[src/rtl/vga_stream_out.sv]
// VGA output stage: Avalon-ST RGB sink into a small pixel FIFO, 640x480@60 timing, registered DAC pins.
// Define VGA_TEST_PATTERN_EN to add the pattern_sel input and the 8-bar colour pattern generator.
module vga_stream_out #(
    parameter int H_ACTIVE   = 640,
    parameter int H_FP       = 16,
    parameter int H_SYNC     = 96,
    parameter int H_BP       = 48,
    parameter int V_ACTIVE   = 480,
    parameter int V_FP       = 10,
    parameter int V_SYNC     = 2,
    parameter int V_BP       = 33,
    parameter int FIFO_DEPTH = 16
) (
    input  logic        clk,
    input  logic        reset_n,
`ifdef VGA_TEST_PATTERN_EN
    input  logic        pattern_sel,
`endif
    input  logic [23:0] st_data,
    input  logic        st_sop,
    input  logic        st_eop,
    input  logic        st_valid,
    output logic        st_ready,
    output logic [7:0]  vga_R,
    output logic [7:0]  vga_G,
    output logic [7:0]  vga_B,
    output logic        vga_HS,
    output logic        vga_VS,
    output logic        vga_BLANK,
    output logic        vga_SYNC,
    output logic [15:0] underflow_cnt
);

    localparam int H_TOTAL = H_ACTIVE + H_FP + H_SYNC + H_BP;
    localparam int V_TOTAL = V_ACTIVE + V_FP + V_SYNC + V_BP;
    localparam int HW      = $clog2(H_TOTAL + 1);
    localparam int VW      = $clog2(V_TOTAL + 1);
    localparam int AW      = $clog2(FIFO_DEPTH);
    localparam int CW      = AW + 1;

    localparam logic [HW-1:0] H_LAST = HW'(H_TOTAL - 1);
    localparam logic [HW-1:0] H_VIS  = HW'(H_ACTIVE);
    localparam logic [HW-1:0] HS_BEG = HW'(H_ACTIVE + H_FP);
    localparam logic [HW-1:0] HS_END = HW'(H_ACTIVE + H_FP + H_SYNC);
    localparam logic [VW-1:0] V_LAST = VW'(V_TOTAL - 1);
    localparam logic [VW-1:0] V_VIS  = VW'(V_ACTIVE);
    localparam logic [VW-1:0] VS_BEG = VW'(V_ACTIVE + V_FP);
    localparam logic [VW-1:0] VS_END = VW'(V_ACTIVE + V_FP + V_SYNC);
    localparam logic [CW-1:0] FULL_CNT = CW'(FIFO_DEPTH);

    typedef enum logic [1:0] {ST_SEEK, ST_WAIT, ST_RUN} state_t;

    state_t        state_q, state_d;
    logic [HW-1:0] h_cnt_q, h_cnt_d;
    logic [VW-1:0] v_cnt_q, v_cnt_d;
    logic [24:0]   fifo_mem [FIFO_DEPTH];
    logic [AW-1:0] wr_ptr_q, wr_ptr_d, rd_ptr_q, rd_ptr_d;
    logic [CW-1:0] count_q, count_d;
    logic          ready_q, ready_d;
    logic [15:0]   uf_q, uf_d;
    logic [23:0]   pix_q, pix_d;
    logic          hs_q, hs_d, vs_q, vs_d, blank_q, blank_d;
    logic          push, pop, empty, active, at_origin, frame_end;
    logic [24:0]   head;
    logic          unused_eop;

    assign unused_eop = st_eop;
    assign head       = fifo_mem[rd_ptr_q];
    assign empty      = (count_q == '0);
    assign push       = st_valid && ready_q;
    assign active     = (h_cnt_q < H_VIS) && (v_cnt_q < V_VIS);
    assign at_origin  = (h_cnt_q == '0) && (v_cnt_q == '0);
    assign frame_end  = (h_cnt_q == H_LAST) && (v_cnt_q == V_LAST);

`ifdef VGA_TEST_PATTERN_EN
    localparam int BAR_W = (H_ACTIVE / 8 > 0) ? H_ACTIVE / 8 : 1;
    logic          pat_q;
    logic [HW-1:0] bar_pos;
    logic [2:0]    bar;
    assign bar_pos = h_cnt_q / HW'(BAR_W);
    assign bar     = (bar_pos > HW'(7)) ? 3'd7 : bar_pos[2:0];

    always_ff @(posedge clk or negedge reset_n) begin
        if (!reset_n) pat_q <= 1'b0;
        else          pat_q <= pattern_sel;
    end
`endif

    always_comb begin
        h_cnt_d = h_cnt_q + 1'b1;
        v_cnt_d = v_cnt_q;
        if (h_cnt_q == H_LAST) begin
            h_cnt_d = '0;
            v_cnt_d = (v_cnt_q == V_LAST) ? '0 : v_cnt_q + 1'b1;
        end
        hs_d    = !((h_cnt_q >= HS_BEG) && (h_cnt_q < HS_END));
        vs_d    = !((v_cnt_q >= VS_BEG) && (v_cnt_q < VS_END));
        blank_d = active;
    end

    // Frame lock: SEEK drops beats until a SOP heads the FIFO, WAIT holds it until the counter wraps.
    always_comb begin
        state_d = state_q;
        pop     = 1'b0;
        pix_d   = '0;
        uf_d    = uf_q;
        unique case (state_q)
            ST_SEEK: begin
                if (!empty) begin
                    if (head[24]) state_d = ST_WAIT;
                    else          pop     = 1'b1;
                end
            end
            ST_WAIT: begin
                if (frame_end) state_d = ST_RUN;
            end
            ST_RUN: begin
                if (active) begin
                    if (empty) begin
                        state_d = ST_SEEK;
                        if (uf_q != 16'hFFFF) uf_d = uf_q + 16'd1;
                    end else if (at_origin && !head[24]) begin
                        state_d = ST_SEEK;
                    end else if (!at_origin && head[24]) begin
                        state_d = ST_WAIT;
                    end else begin
                        pop   = 1'b1;
                        pix_d = head[23:0];
                    end
                end
            end
            default: state_d = ST_SEEK;
        endcase
`ifdef VGA_TEST_PATTERN_EN
        if (pattern_sel) begin
            state_d = state_q;
            pop     = 1'b0;
            uf_d    = uf_q;
            pix_d   = active ? {{8{~bar[1]}}, {8{~bar[2]}}, {8{~bar[0]}}} : 24'h0;
        end else if (pat_q) begin
            state_d = ST_SEEK;
            pop     = 1'b0;
            uf_d    = uf_q;
            pix_d   = '0;
        end
`endif
    end

    // Ready is derived from the next occupancy so a full FIFO never sees a push.
    always_comb begin
        wr_ptr_d = push ? wr_ptr_q + 1'b1 : wr_ptr_q;
        rd_ptr_d = pop  ? rd_ptr_q + 1'b1 : rd_ptr_q;
        count_d  = count_q + CW'(push) - CW'(pop);
        ready_d  = (count_d != FULL_CNT);
    end

    always_ff @(posedge clk) begin
        if (push) fifo_mem[wr_ptr_q] <= {st_sop, st_data};
    end

    always_ff @(posedge clk or negedge reset_n) begin
        if (!reset_n) begin
            state_q  <= ST_SEEK;
            h_cnt_q  <= '0;
            v_cnt_q  <= '0;
            wr_ptr_q <= '0;
            rd_ptr_q <= '0;
            count_q  <= '0;
            ready_q  <= 1'b0;
            uf_q     <= '0;
            pix_q    <= '0;
            hs_q     <= 1'b1;
            vs_q     <= 1'b1;
            blank_q  <= 1'b0;
        end else begin
            state_q  <= state_d;
            h_cnt_q  <= h_cnt_d;
            v_cnt_q  <= v_cnt_d;
            wr_ptr_q <= wr_ptr_d;
            rd_ptr_q <= rd_ptr_d;
            count_q  <= count_d;
            ready_q  <= ready_d;
            uf_q     <= uf_d;
            pix_q    <= pix_d;
            hs_q     <= hs_d;
            vs_q     <= vs_d;
            blank_q  <= blank_d;
        end
    end

    assign st_ready      = ready_q;
    assign vga_R         = pix_q[23:16];
    assign vga_G         = pix_q[15:8];
    assign vga_B         = pix_q[7:0];
    assign vga_HS        = hs_q;
    assign vga_VS        = vs_q;
    assign vga_BLANK     = blank_q;
    assign vga_SYNC      = 1'b0;
    assign underflow_cnt = uf_q;

endmodule
[config.mk]
export PLATFORM = sky130hd
export DESIGN_NAME = vga_stream_out
export DESIGN_NICKNAME = d
export VERILOG_FILES = /design/src/rtl/vga_stream_out.sv
export SDC_FILE = /design/constraint.sdc
export NUM_CORES = 1
export LEC_CHECK = 0
export CORE_ASPECT_RATIO = 0.7
export CORE_MARGIN = 2
export CORE_UTILIZATION = 55
export CTS_CLUSTER_DIAMETER = 150
export CTS_CLUSTER_SIZE = 8
export DETAILED_ROUTE_END_ITERATION = 12
export GPL_TIMING_DRIVEN = 1
export PLACE_DENSITY = 0.73
export SLEW_MARGIN = 20
export SYNTH_ARGS = -nofsm -noshare
export SYNTH_HDL_FRONTEND = slang
export SYNTH_SLANG_ARGS = --single-unit
export TNS_END_PERCENT = 100
[constraint.sdc]
create_clock -name clk -period 7.51 [get_ports clk]
set_clock_uncertainty 0.05 [all_clocks]
set_input_delay 0.751 -clock clk [delete_from_list [all_inputs] [get_ports clk]]
set_output_delay 0.751 -clock clk [all_outputs]
set_load 0.05 [all_outputs]
## Yosys cells after proc, flatten, opt, wreduce, memory -nomap -nowiden

Memory sizes are Yosys's and may differ from the RTL's.
Cells that the tools add are included.

- Flip-flop bits (word level): 79
- Bits in latches: 0
- Memory bits (writable): 400
- Memory bits (read-only): 0
- Input port bits: 29
- Output and inout port bits: 45
- Word-level logic and storage cells: 79
- Memories: 1

Memories:

| name | words | bits a word | read ports | clocked after memory_dff | write ports | line | RTL |
|---|---|---|---|---|---|---|---|
| fifo_mem | 16 | 25 | 1 | 0 | 1 | 56 | `logic [24:0] fifo_mem [FIFO_DEPTH];` |

- Add/subtract/negate cells: 7
- $mul: 0
- Div/mod/pow operators: 0
- Magnitude comparators: 6
- Eq/ne operators: 11
- Shift-type cells: 0
- Mux-type cells: 24
- Bitwise logic cells: 0
- Reduce and logical (&&, ||, !) cells: 18

Operators by type and width:

| kind | number |
|---|---|
| 24-bit two-way mux | 5 |
| 10-bit by 1-bit adder with 10-bit output (second input constant) | 2 |
| 10-bit == test (second input constant) | 2 |
| 10-bit logical NOT | 2 |
| 10-bit less-than comparator (second input constant) | 2 |
| 10-bit by 9-bit less-than comparator with 1-bit output (second input constant) | 2 |
| 10-bit two-way mux | 2 |
| 16-bit by 1-bit adder with 16-bit output (second input constant) | 1 |
| 16-bit inequality test (second input constant) | 1 |
| 2-bit two-way mux | 7 |
| 10-bit greater-or-equal comparator (second input constant) | 1 |
| 10-bit by 9-bit greater-or-equal comparator with 1-bit output (second input constant) | 1 |
| 4-bit by 1-bit adder with 4-bit output (second input constant) | 2 |
| 1-bit logical AND | 8 |
| 1-bit two-way mux | 8 |
| 2-bit inequality test (second input constant) | 4 |
| 2-bit one-hot mux with 3 select lines | 1 |
| 5-bit by 1-bit adder with 5-bit output | 1 |
| 5-bit logical NOT | 1 |
| 5-bit inequality test (second input constant) | 1 |
| 5-bit AND reduction | 1 |
| 5-bit by 1-bit subtractor with 5-bit output | 1 |
| 1-bit logical NOT | 4 |
| 4-bit inequality test (second input constant) | 1 |
| 5 further kinds | 5 |

## Depth between registers and ports, before layout

Gate-level depths: netlist (run 1).

- Depth after elaboration: 11
- Depth in mapped cells: 17

## Worst setup path before layout (run 1)

No wires, ideal clock.

- Path kind: register to register
- From: register rd_ptr_q[3]
- To: register ready_q, in the netlist st_ready
- Setup time: 129 ps
- Arrival time: 3297 ps
- Data required time: 7331 ps
- Slack: 4034 ps
- Cell stages (with the launch flop): 17
- Path buffers: 1
- Period minus slack after synthesis: 3476 ps
- Cells stage by stage: dfrtp_1 -> clkbuf_1 -> mux4_1 -> mux2_2 -> a21oi_2 -> ha_1 -> inv_1 -> o32ai_4 -> ha_1 -> inv_1 -> ha_1 -> fa_1 -> a21oi_1 -> nor2_1 -> nor2_1 -> xnor2_1 -> nand3b_1

- Cells in the longest elaborated chain, start to end: 9
- Elaborated cells on any way between the ends: 13
- Those cells by class: add/sub: 1; eq/ne: 1; mux: 7; reduce/logical: 3; memory: 1

Ends and longest elaborated chain:

| item | line | RTL |
|---|---|---|
| from (decl) | 57 | `logic [AW-1:0] wr_ptr_q, wr_ptr_d, rd_ptr_q, rd_ptr_d;` |
| from (signal assigned) | 180 | `rd_ptr_q <= rd_ptr_d;` |
| memory read 16 x 25 bit (*) | - |  |
| 1-bit logical AND or 1-bit logical NOT (tied branches) | 124, 122 |  |
| 1-bit two-way mux or 1-bit logical AND (tied branches) | 124, 122 |  |
| 1-bit two-way mux | 122 | `end else if (at_origin && !head[24]) begin` |
| 1-bit two-way mux | 119 | `if (empty) begin` |
| 1-bit two-way mux | 118 | `if (active) begin` |
| 1-bit one-hot mux with 2 select lines (*) | 107 | `unique case (state_q)` |
| net pop | 63 | `logic push, pop, empty, active, at_origin, frame_end;` |
| 5-bit by 1-bit subtractor with 5-bit output (*) | 153 | `count_d = count_q + CW'(push) - CW'(pop);` |
| net count_d[4] | 58 | `logic [CW-1:0] count_q, count_d;` |
| 5-bit inequality test (*) | 154 | `ready_d = (count_d != FULL_CNT);` |
| net ready_d | 59 | `logic ready_q, ready_d;` |
| to (signal assigned) | 182 | `ready_q <= ready_d;` |
| to (decl) | 59 |  |

The timed path passes the listed nets; every way through them passes the cells marked *.
A chain may end at the register's enable or synchronous reset.

## Worst setup path after layout (run 1)

- From: register rd_ptr_q[2]
- To: register ready_q, in the netlist st_ready

The elaborated chain is that of the path after synthesis.

==> flow_metrics.tcl, run 1 <==
set metrics [dict create \
    antenna_cells 0 \
    fin_setup_tns_ns 0 \
    synthCells 891 \
    synthFlopType "edfxtp_1" \
    dpl.hpwl_um 19400 \
    pwr-share-seq 0.428 \
    start_kind "flip-flop" \
    status "complete, no violations" \
    antenna_found_initial 1 \
    syn_nets 939 \
    clock_path_buffers 3 \
    yosysSeqAreaShare 0.748 \
    gp_congestion 0.809 \
    cts_root_buf "clkbuf_16" \
    via_per_inst 6.05 \
    hold_violations 0 \
    synthAdderAreaFrac 0.0131 \
    synthMuxAreaShare 0.153 \
    worst-slew-pin-transition_ns 0.953 \
    dieArea_mm2 0.0355 \
    ys_warn_count 0 \
    path_class "reg -> reg" \
    place_inst 1383 \
    ctsHtreeMaxLevel 3 \
    tritoncts "yes" \
    min_path_type "in -> async" \
    die_h_um 158 \
    avgSynthCellArea_um2 21.0 \
    grt_usage 0.228 \
    portBuffers 71 \
    slew_violations 0 \
    finalNonFillerCells 1505 \
    switching_share 0.261 \
    drcViolationCount 0 \
    routed_wl_um 38500 \
    internal_power_w 0.00587 \
    synth_cell_types 58 \
    core_area_mm2 0.0335 \
    synth_async_sr_flop_share 0.165 \
    nNetsFinal 1067 \
    finish.instance_area_mm2 0.0220 \
    drv_cap 0 \
    p_clk_frac 0.361 \
    yosys.area_share.simple 0.0446 \
    min_period_ns 4.40 \
    drive_above_1_share 0.224 \
    final-seq-area_mm2 0.0140 \
    ir_worst_vdd_mv 0.260 \
    clk_pin_slew_ns 0.05 \
    grt_pass1_vias 9190 \
    cts_buffers 69 \
    die_w_um 224 \
    cp_data_arrival_time_ns 4.80 \
    cp-end-kind "flip-flop" \
    syn_to_final_growth_pct 17.6 \
    grt_pass1_wl_um 57800 \
    netlist_area_mm2 0.0187 \
    power.leakage_nw 7.46 \
    multi_input_comb_area_mm2 0.00445 \
    synth_xor_area_frac 0.0169 \
    grt-ovfl-total 0 \
    synth_top_family_by_area "multiplexers" \
    grt_start_max_net_pins 60 \
    cts_hold_buf 0 \
    io_pins 74 \
    clock_latency_ns 0.58 \
    cts_sinks 479 \
    synth_edf_count 400 \
    required_ns 7.90 \
    place_ws_ns 3.08 \
    cts_setup_buffers 0 \
    switchingPower_w 0.00207 \
    total_power_w 0.00794 \
    firstDrtPassIters 5 \
    rsz0062_at_grt "no" \
    layout_commonest_cell "edfxtp_1" \
    timing.fmax_mhz 227 \
    cts_resized 0 \
    filler_cell_count 2176 \
    rows 56 \
    synth_compound_area_frac 0.0103 \
    wl_per_cell_um 25.6 \
    drtAntennaViolNets 0 \
    relSlewSlack 0.365 \
    setup_violations 0 \
    first_iter_violations 933 \
    placed_cell_area_mm2 0.0199 \
    power.density_mw_per_mm2 361 \
    ys_seq_elements 479 \
    comb_power_share 0.211 \
    final_cell_mix "edfxtp_1, mux4_2, dfrtp_1" \
    initial_core_util 0.558 \
    fin_crit_sh 0.586 \
    fin_ws_ns 3.11 \
    vias 9107 \
    path_max_fanout 59 \
]
-- stage by stage --
stage | hold WS, ns | util
after floorplan | 0.401 | -
after global placement | 0.424 | 0.596
after detailed placement | 0.437 | 0.596
after CTS | 0.0440 | 0.656
after global routing | 0.0649 | 0.656
final | 0.0515 | 0.656
-- cells by family (layout without fill, tap and decap cells) --
logic type / Yosys count / count (layout)
other: 1 / 1
muxes: 129 / 129
adders and majority gates: 19 / 19
buffers and inverters: 55 / 234
AOI/OAI and AO/OA: 24 / 24
xor gates and xnor gates: 36 / 36
and+or+nand+nor: 148 / 148
DFF: 479 / 479
-- synthesized netlist by cell type, types with 6 or more instances --
| cell type | number | area (um2) |
|---|---|---|
| edfxtp_1 | 400 | 12000 |
| mux4_2 | 122 | 2750 |
| dfrtp_1 | 77 | 1930 |
| xnor2_1 | 28 | 245 |
| nor2b_1 | 25 | 156 |
| nand2_1 | 22 | 82.6 |
| nand3_1 | 19 | 95.1 |
| ha_1 | 18 | 225 |
| clkbuf_1 | 17 | 63.8 |
| nor2_1 | 17 | 63.8 |
| inv_1 | 16 | 60.1 |
| buf_2 | 14 | 70.1 |
| and2_1 | 13 | 81.3 |
| and3_1 | 12 | 75.1 |
| xor2_1 | 8 | 70.1 |
| nand4_1 | 7 | 43.8 |
| nor3_1 | 6 | 30.0 |
-- sequential cells by signal, summed over array words and instances, names as in the netlist, 2 cells and up --
register / cells
state_q: 2
pix_q: 24
fifo_mem: 400
h_cnt_q: 10
rd_ptr_q: 4
count_q: 5
v_cnt_q: 10
underflow_cnt: 16
wr_ptr_q: 4
-- final cells by class --
class,instances,area share
repair buffers,95,0.0404
multi-input cells,357,0.202
flip-flops and latches,479,0.637
clock inverters,3,0.00188
clock buffers,119,0.0909
inverters,17,0.00290
well taps,435,0.0248
-- per-layer routing --
layer  share of wire  vias to the layer above  track usage
met5               0                        -            0
met4           0.018                        0       0.0732
met3           0.072                       60       0.0443
met2            0.49                      368        0.360
met1            0.42                     4793        0.329
li1                -                     3886            -
-- power groups by stage --
stage          registers, W  logic, W  clock network (W)
6_report            0.00340   0.00168            0.00287
3_3_place_gp        0.00343   0.00166                  0
3_5_place_dp        0.00345   0.00168                  0
2_1_floorplan       0.00329   0.00137                  0
4_1_cts             0.00341   0.00171            0.00292
5_1_grt             0.00343   0.00181            0.00303
-- critical path: stages, from the launching register on --
cell	delay, ns
dfrtp_4	1.04
mux4_1	0.66
mux2_2	0.29
a21oi_2	0.21
ha_1	0.16
inv_1	0.06
o32ai_4	0.42
ha_1	0.18
inv_1	0.04
ha_1	0.20
fa_1	0.40
a21oi_1	0.16
nor2_1	0.05
nor2_1	0.11
xnor2_1	0.15
nand3b_1	0.10
-- path summary, 6_finish.rpt --
check                                             start                           end  slack (ns)  depth (start not counted)
setup / recovery                rd_ptr_q[2]$_DFFE_PN0P_            st_ready$_DFF_PN0_        3.11                         15
hold / removal                                  reset_n            pix_q[3]$_DFF_PN0_        0.05                          1
setup reg to reg                rd_ptr_q[2]$_DFFE_PN0P_            st_ready$_DFF_PN0_        3.11                         15
hold reg to reg            underflow_cnt[5]$_DFFE_PN0P_  underflow_cnt[5]$_DFFE_PN0P_        0.45                          1
max in group asynchronous                       reset_n       rd_ptr_q[0]$_DFFE_PN0P_        6.24                          2
min in group clk           underflow_cnt[5]$_DFFE_PN0P_  underflow_cnt[5]$_DFFE_PN0P_        0.45                          1
Note: power is estimated with default switching activity, not from simulation.
==> run 2, diff against run 1 <==
Settings changed: PLACE_DENSITY 0.73 to 0.76.
Clock period 7.51 ns to 3.7 ns, I/O delays scaled along.
==> run 2 against run 1 <==
Against the previous run:
- non-clock buffer count up 21
- critical path depth unchanged
- hold slack better by 0.37 ns
- die area unchanged
- sequential share of layout area down 0.68 points
- fmax up 25%
- clock power up 100%
- sequential power up 96%
- cell count up 1.7%
- power up 110%
- flip-flop and latch count unchanged
- combinational power up 130%
==> flow_metrics.tcl, run 2 (same netlist as run 1, synthesis figures left out) <==
set metrics [dict create \
    io_pins 74 \
    worstReg2RegEnd "st_ready$_DFF_PN0_" \
    largest_register "fifo_mem" \
    fin_setup_tns_ns 0 \
    r2r-start "rd_ptr_q[2]$_DFFE_PN0P_" \
    relSlewSlack 0.366 \
    drive_above_1_share 0.243 \
    ir_worst_vdd_mv 0.521 \
    pwr-share-seq 0.407 \
    switchingPower_w 0.00432 \
    grt_pass1_vias 9629 \
    utilization 0.664 \
    cts_root_buf "clkbuf_16" \
    final_cell_mix "edfxtp_1, mux4_2, dfrtp_1" \
    die_w_um 224 \
    syn_to_final_growth_pct 18.9 \
    clock_path_buffers 3 \
    clk_pin_slew_ns 0.06 \
    gp_congestion 0.811 \
    clock_latency_ns 0.58 \
    start_kind "flip-flop" \
    grt_usage 0.237 \
    path_class "reg -> reg" \
    grt_start_max_net_pins 69 \
    slew_violations 0 \
    drtAntennaViolNets 0 \
    r2r_cells 15 \
    rows 56 \
    total_power_w 0.0164 \
    worst-slew-pin-transition_ns 0.950 \
    core_area_mm2 0.0335 \
    grt_pass1_wl_um 60500 \
    cp_data_arrival_time_ns 3.91 \
    power.leakage_nw 7.57 \
    dieArea_mm2 0.0355 \
    cp-end-kind "flip-flop" \
    grt-ovfl-total 0 \
    wl_per_cell_um 26.3 \
    routed_wl_um 40200 \
    power.density_mw_per_mm2 736 \
    dpl.hpwl_um 22500 \
    nNetsFinal 1088 \
    p_clk_frac 0.359 \
    antenna_found_initial 1 \
    drcViolationCount 0 \
    drv_cap 0 \
    required_ns 4.09 \
    status "complete, no violations" \
    timing.fmax_mhz 284 \
    initial_core_util 0.558 \
    portBuffers 71 \
    setup_violations 0 \
    layout_commonest_cell "edfxtp_1" \
    vias 9240 \
    largest_reg_flops 400 \
    fin_crit_sh 0.953 \
    hold_violations 0 \
    filler_cell_count 2107 \
    comb_power_share 0.234 \
    switching_share 0.264 \
    cts_sinks 479 \
    min_path_type "in -> async" \
    cts_buffers 69 \
    path_max_fanout 7 \
    firstDrtPassIters 7 \
    min_period_ns 3.53 \
    die_h_um 158 \
    tritoncts "yes" \
    via_per_inst 6.04 \
    internal_power_w 0.0121 \
    rrSetupSlack_ns 0.17 \
    first_iter_violations 950 \
    ctsHtreeMaxLevel 3 \
]
[run 2: cell type report]
class,count,area (um2),area share
inverters,17,63.8,0.00287
multi-input cells,357,4450,0.200
diodes,1,2.50,0.000113
well taps,435,544,0.0245
clock buffers,122,2010,0.0905
clock inverters,3,41.3,0.00186
repair buffers,116,1110,0.0500
flip-flops and latches,479,14000,0.630
[run 2: power by group through the flow]
stage	Sequential (W)	Clock, W	Combinational [W]
after floorplan	0.00667	0	0.00278
after global placement	0.00672	0	0.00372
after detailed placement	0.00676	0	0.00379
after CTS	0.00667	0.00597	0.00385
after global routing	0.00670	0.00620	0.00410
final	0.00667	0.00587	0.00383
[run 2: critical path, stage by stage, from the launching register on]
cell and delay, ns:
dfrtp_4 0.48, mux4_2 0.50, mux2_2 0.28, a21oi_2 0.14
ha_1 0.25, inv_2 0.08, o32ai_4 0.10, ha_1 0.30
inv_1 0.05, ha_2 0.18, fa_2 0.38, a21oi_2 0.14
nor2_1 0.05, nor2_1 0.13, xnor2_1 0.15, nand3b_1 0.12
[run 2: layer usage]
metal  share of wire  global-route usage  up-vias
met1            0.43               0.339     4875
met4           0.021              0.0719        0
li1                -                   -     3921
met5               0                   0        -
met2            0.48               0.374      376
met3           0.071              0.0531       68
[run 2: how the worst max path moves through the flow]
| stage | depth (start not counted) | slack [ns] | to | startpoint |
|---|---|---|---|---|
| final | 15 | 0.17 | st_ready$_DFF_PN0_ | rd_ptr_q[2]$_DFFE_PN0P_ |
| after CTS | 15 | 0.02 | st_ready$_DFF_PN0_ | rd_ptr_q[2]$_DFFE_PN0P_ |
| after global placement | 15 | 0.16 | st_ready$_DFF_PN0_ | rd_ptr_q[2]$_DFFE_PN0P_ |
| after global routing | 15 | -0.002 | st_ready$_DFF_PN0_ | rd_ptr_q[2]$_DFFE_PN0P_ |
| after detailed placement | 15 | 0.02 | st_ready$_DFF_PN0_ | rd_ptr_q[2]$_DFFE_PN0P_ |
| after floorplan | 16 | 0.22 | st_ready$_DFF_PN0_ | rd_ptr_q[3]$_DFFE_PN0P_ |
[run 2: stage by stage]
| stage | std cells | hold slack (ns) | instance area (um2) | setup slack [ns] |
|---|---|---|---|---|
| 6_report | 1530 | 0.425 | 22200 | 0.174 |
| 3_5_place_dp | 1402 | 0.449 | 20200 | 0.0248 |
| 2_1_floorplan | 891 | 0.0244 | 18700 | 0.224 |
| 4_1_cts | 1528 | 0.427 | 22200 | 0.0209 |
| 3_3_place_gp | 1402 | 0.421 | 20200 | 0.158 |
| 5_1_grt | 1530 | 0.465 | 22200 | -0.00230 |
[run 2: what timing repair did]
action,in CTS,in global routing
endpoints found under the setup margin,0,1
resized for setup,0,6
buffers inserted,0,2
hold buffers,1,0
endpoints found under the hold margin,65,0
==> run 3, diff against run 2 <==
Settings changed: PLACE_DENSITY 0.76 to 0.82.
==> run 3 against run 2 <==
Against the previous run:
- hold slack lost 0.0054 ns
- global-route usage grew 0.058 points
- non-clock buffer count shrank 3
- worst setup slack lost 0.096 ns
- sequential power is essentially flat
- flip-flop and latch count is the same
- fmax shrank 2.6%
- sequential share of layout area grew 0.18 points
- die area is the same
==> flow_metrics.tcl, run 3 (same netlist as run 1, synthesis figures left out) <==
set metrics [dict create \
    status "complete, no violations" \
    setup_violations 0 \
    relSlewSlack 0.361 \
    grt_pass1_vias 9832 \
    hold_violations 0 \
    vias 9271 \
    fin_crit_sh 0.979 \
    cp_data_arrival_time_ns 4.03 \
    rows 56 \
    cp_top_family "adder cells" \
    pwr-share-seq 0.408 \
    drive_above_1_share 0.243 \
    antenna_cells 0 \
    fin_setup_tns_ns 0 \
    largest_reg_flops 400 \
    wl_per_cell_um 26.3 \
    comb_power_share 0.238 \
    dpl.hpwl_um 20500 \
    met3_usage 0.0594 \
    cts_sinks 479 \
    initial_core_util 0.558 \
    path_class "reg -> reg" \
    nNetsFinal 1085 \
    clk_pin_slew_ns 0.05 \
    grt_usage 0.238 \
    switching_share 0.265 \
    ctsHtreeMaxLevel 3 \
    grt_pass1_wl_um 60500 \
    timing.fmax_mhz 276 \
    ir_worst_vdd_mv 0.435 \
    utilization 0.662 \
    grt_busiest_layer "met2" \
    clock_path_buffers 3 \
    cp-end-kind "flip-flop" \
    filler_cell_count 2092 \
    power.leakage_nw 7.54 \
    die_h_um 158 \
    rsz0062_at_grt "yes" \
    internal_power_w 0.0121 \
    min_period_ns 3.62 \
    met1_usage 0.313 \
    tritoncts "yes" \
    die_w_um 224 \
    slew_violations 0 \
    drv_cap 0 \
    total_power_w 0.0164 \
    antenna_found_initial 1 \
    largest_register "fifo_mem" \
    path_max_fanout 6 \
    grt_start_max_net_pins 73 \
    required_ns 4.10 \
    cp_slowest_stage_delay_ns 0.52 \
    drcViolationCount 0 \
    switchingPower_w 0.00434 \
    start_kind "flip-flop" \
    syn_to_final_growth_pct 18.5 \
    dieArea_mm2 0.0355 \
    p_clk_frac 0.354 \
    first_iter_violations 1259 \
    crit_slowest_cell "dfrtp_4" \
    crit_chain "buf_6 > mux4_2 > mux2i_1 > nor2_2 > a21oi_4 > ha_4 > inv_4 > o32ai_4 > ha_1 > inv_2 > ha_4 > fa_2 > a21oi_2 > nor2_1 > nor2_1 > xnor2_1 > nand3b_1" \
    firstDrtPassIters 5 \
    worst-slew-pin-transition_ns 0.958 \
    io_pins 74 \
    routed_wl_um 40100 \
    gr-usage-met2 0.399 \
    path_buf_inv 3 \
    via_per_inst 6.08 \
    layout_commonest_cell "edfxtp_1" \
    final_cell_mix "edfxtp_1, mux4_2, dfrtp_1" \
    gp_congestion 0.786 \
    portBuffers 71 \
    clock_latency_ns 0.58 \
    drtAntennaViolNets 0 \
    min_path_type "in -> reg" \
    cts_buffers 69 \
    power.density_mw_per_mm2 740 \
    grt-ovfl-total 0 \
    core_area_mm2 0.0335 \
    cts_root_buf "clkbuf_16" \
]
run 3: path summary, 6_finish.rpt:
kind                                    startpoint                 endpoint  slack (ns)  cells after the start
max reg2reg                rd_ptr_q[2]$_DFFE_PN0P_       st_ready$_DFF_PN0_        0.08                     17
min in group asynchronous                  reset_n   v_cnt_q[6]$_DFFE_PN0N_        0.45                      2
max in group asynchronous                  reset_n      pix_q[15]$_DFF_PN0_        2.39                      3
max                        rd_ptr_q[2]$_DFFE_PN0P_       st_ready$_DFF_PN0_        0.08                     17
min                                       st_valid  wr_ptr_q[2]$_DFFE_PN0P_        0.42                      3
min reg2reg                 v_cnt_q[8]$_DFFE_PN0N_   v_cnt_q[8]$_DFFE_PN0N_        0.44                      1
run 3: metal layers:
layer	routed length (um)	up-vias
li1	-	3910
met1	15400	4812
met2	20200	464
met3	3460	83
met4	942	2
met5	13	-
run 3: cell type report:
cell class | instances | area (um2) | share of cell area
timing repair buffer | 113 | 1050 | 0.0472
multi-input combinational | 357 | 4480 | 0.202
tap | 435 | 544 | 0.0246
clock inverter | 4 | 42.5 | 0.00192
inverter | 17 | 66.3 | 0.00299
clock buffer | 119 | 1980 | 0.0893
sequential | 479 | 14000 | 0.632
run 3: per-stage QoR:
step	hold WS [ns]	cell area, um2	worst slack (ns)	instances
floorplan	0.0244	18700	0.224	891
global placement	0.416	20000	0.148	1395
detailed placement	0.436	20000	0.0458	1395
CTS	0.393	22100	0.0251	1523
global route	0.433	22200	-0.0447	1524
finish	0.419	22200	0.0786	1524
run 3: what timing repair did:
action	in CTS	in global routing
endpoints found under the hold margin	66	0
pin swaps	0	8
resized for setup	0	14
hold buffers	1	0
setup buffers	4	1
setup endpoints to repair	1	1
run 3: worst reg2reg max path, cell delays in order (launching register included):
cell,delay [ns]
dfrtp_4,0.52
buf_6,0.14
mux4_2,0.44
mux2i_1,0.21
nor2_2,0.08
a21oi_4,0.18
ha_4,0.24
inv_4,0.06
o32ai_4,0.09
ha_1,0.30
inv_2,0.04
ha_4,0.16
fa_2,0.41
a21oi_2,0.13
nor2_1,0.05
nor2_1,0.12
xnor2_1,0.16
nand3b_1,0.11
run 3: power by group through the flow:
| stage | logic (W) | clock network [W] | registers (W) |
|---|---|---|---|
| floorplan | 0.00278 | 0 | 0.00667 |
| global placement | 0.00364 | 0 | 0.00672 |
| detailed placement | 0.00371 | 0 | 0.00676 |
| CTS | 0.00383 | 0.00589 | 0.00668 |
| global route | 0.00414 | 0.00614 | 0.00672 |
| finish | 0.00391 | 0.00581 | 0.00669 |
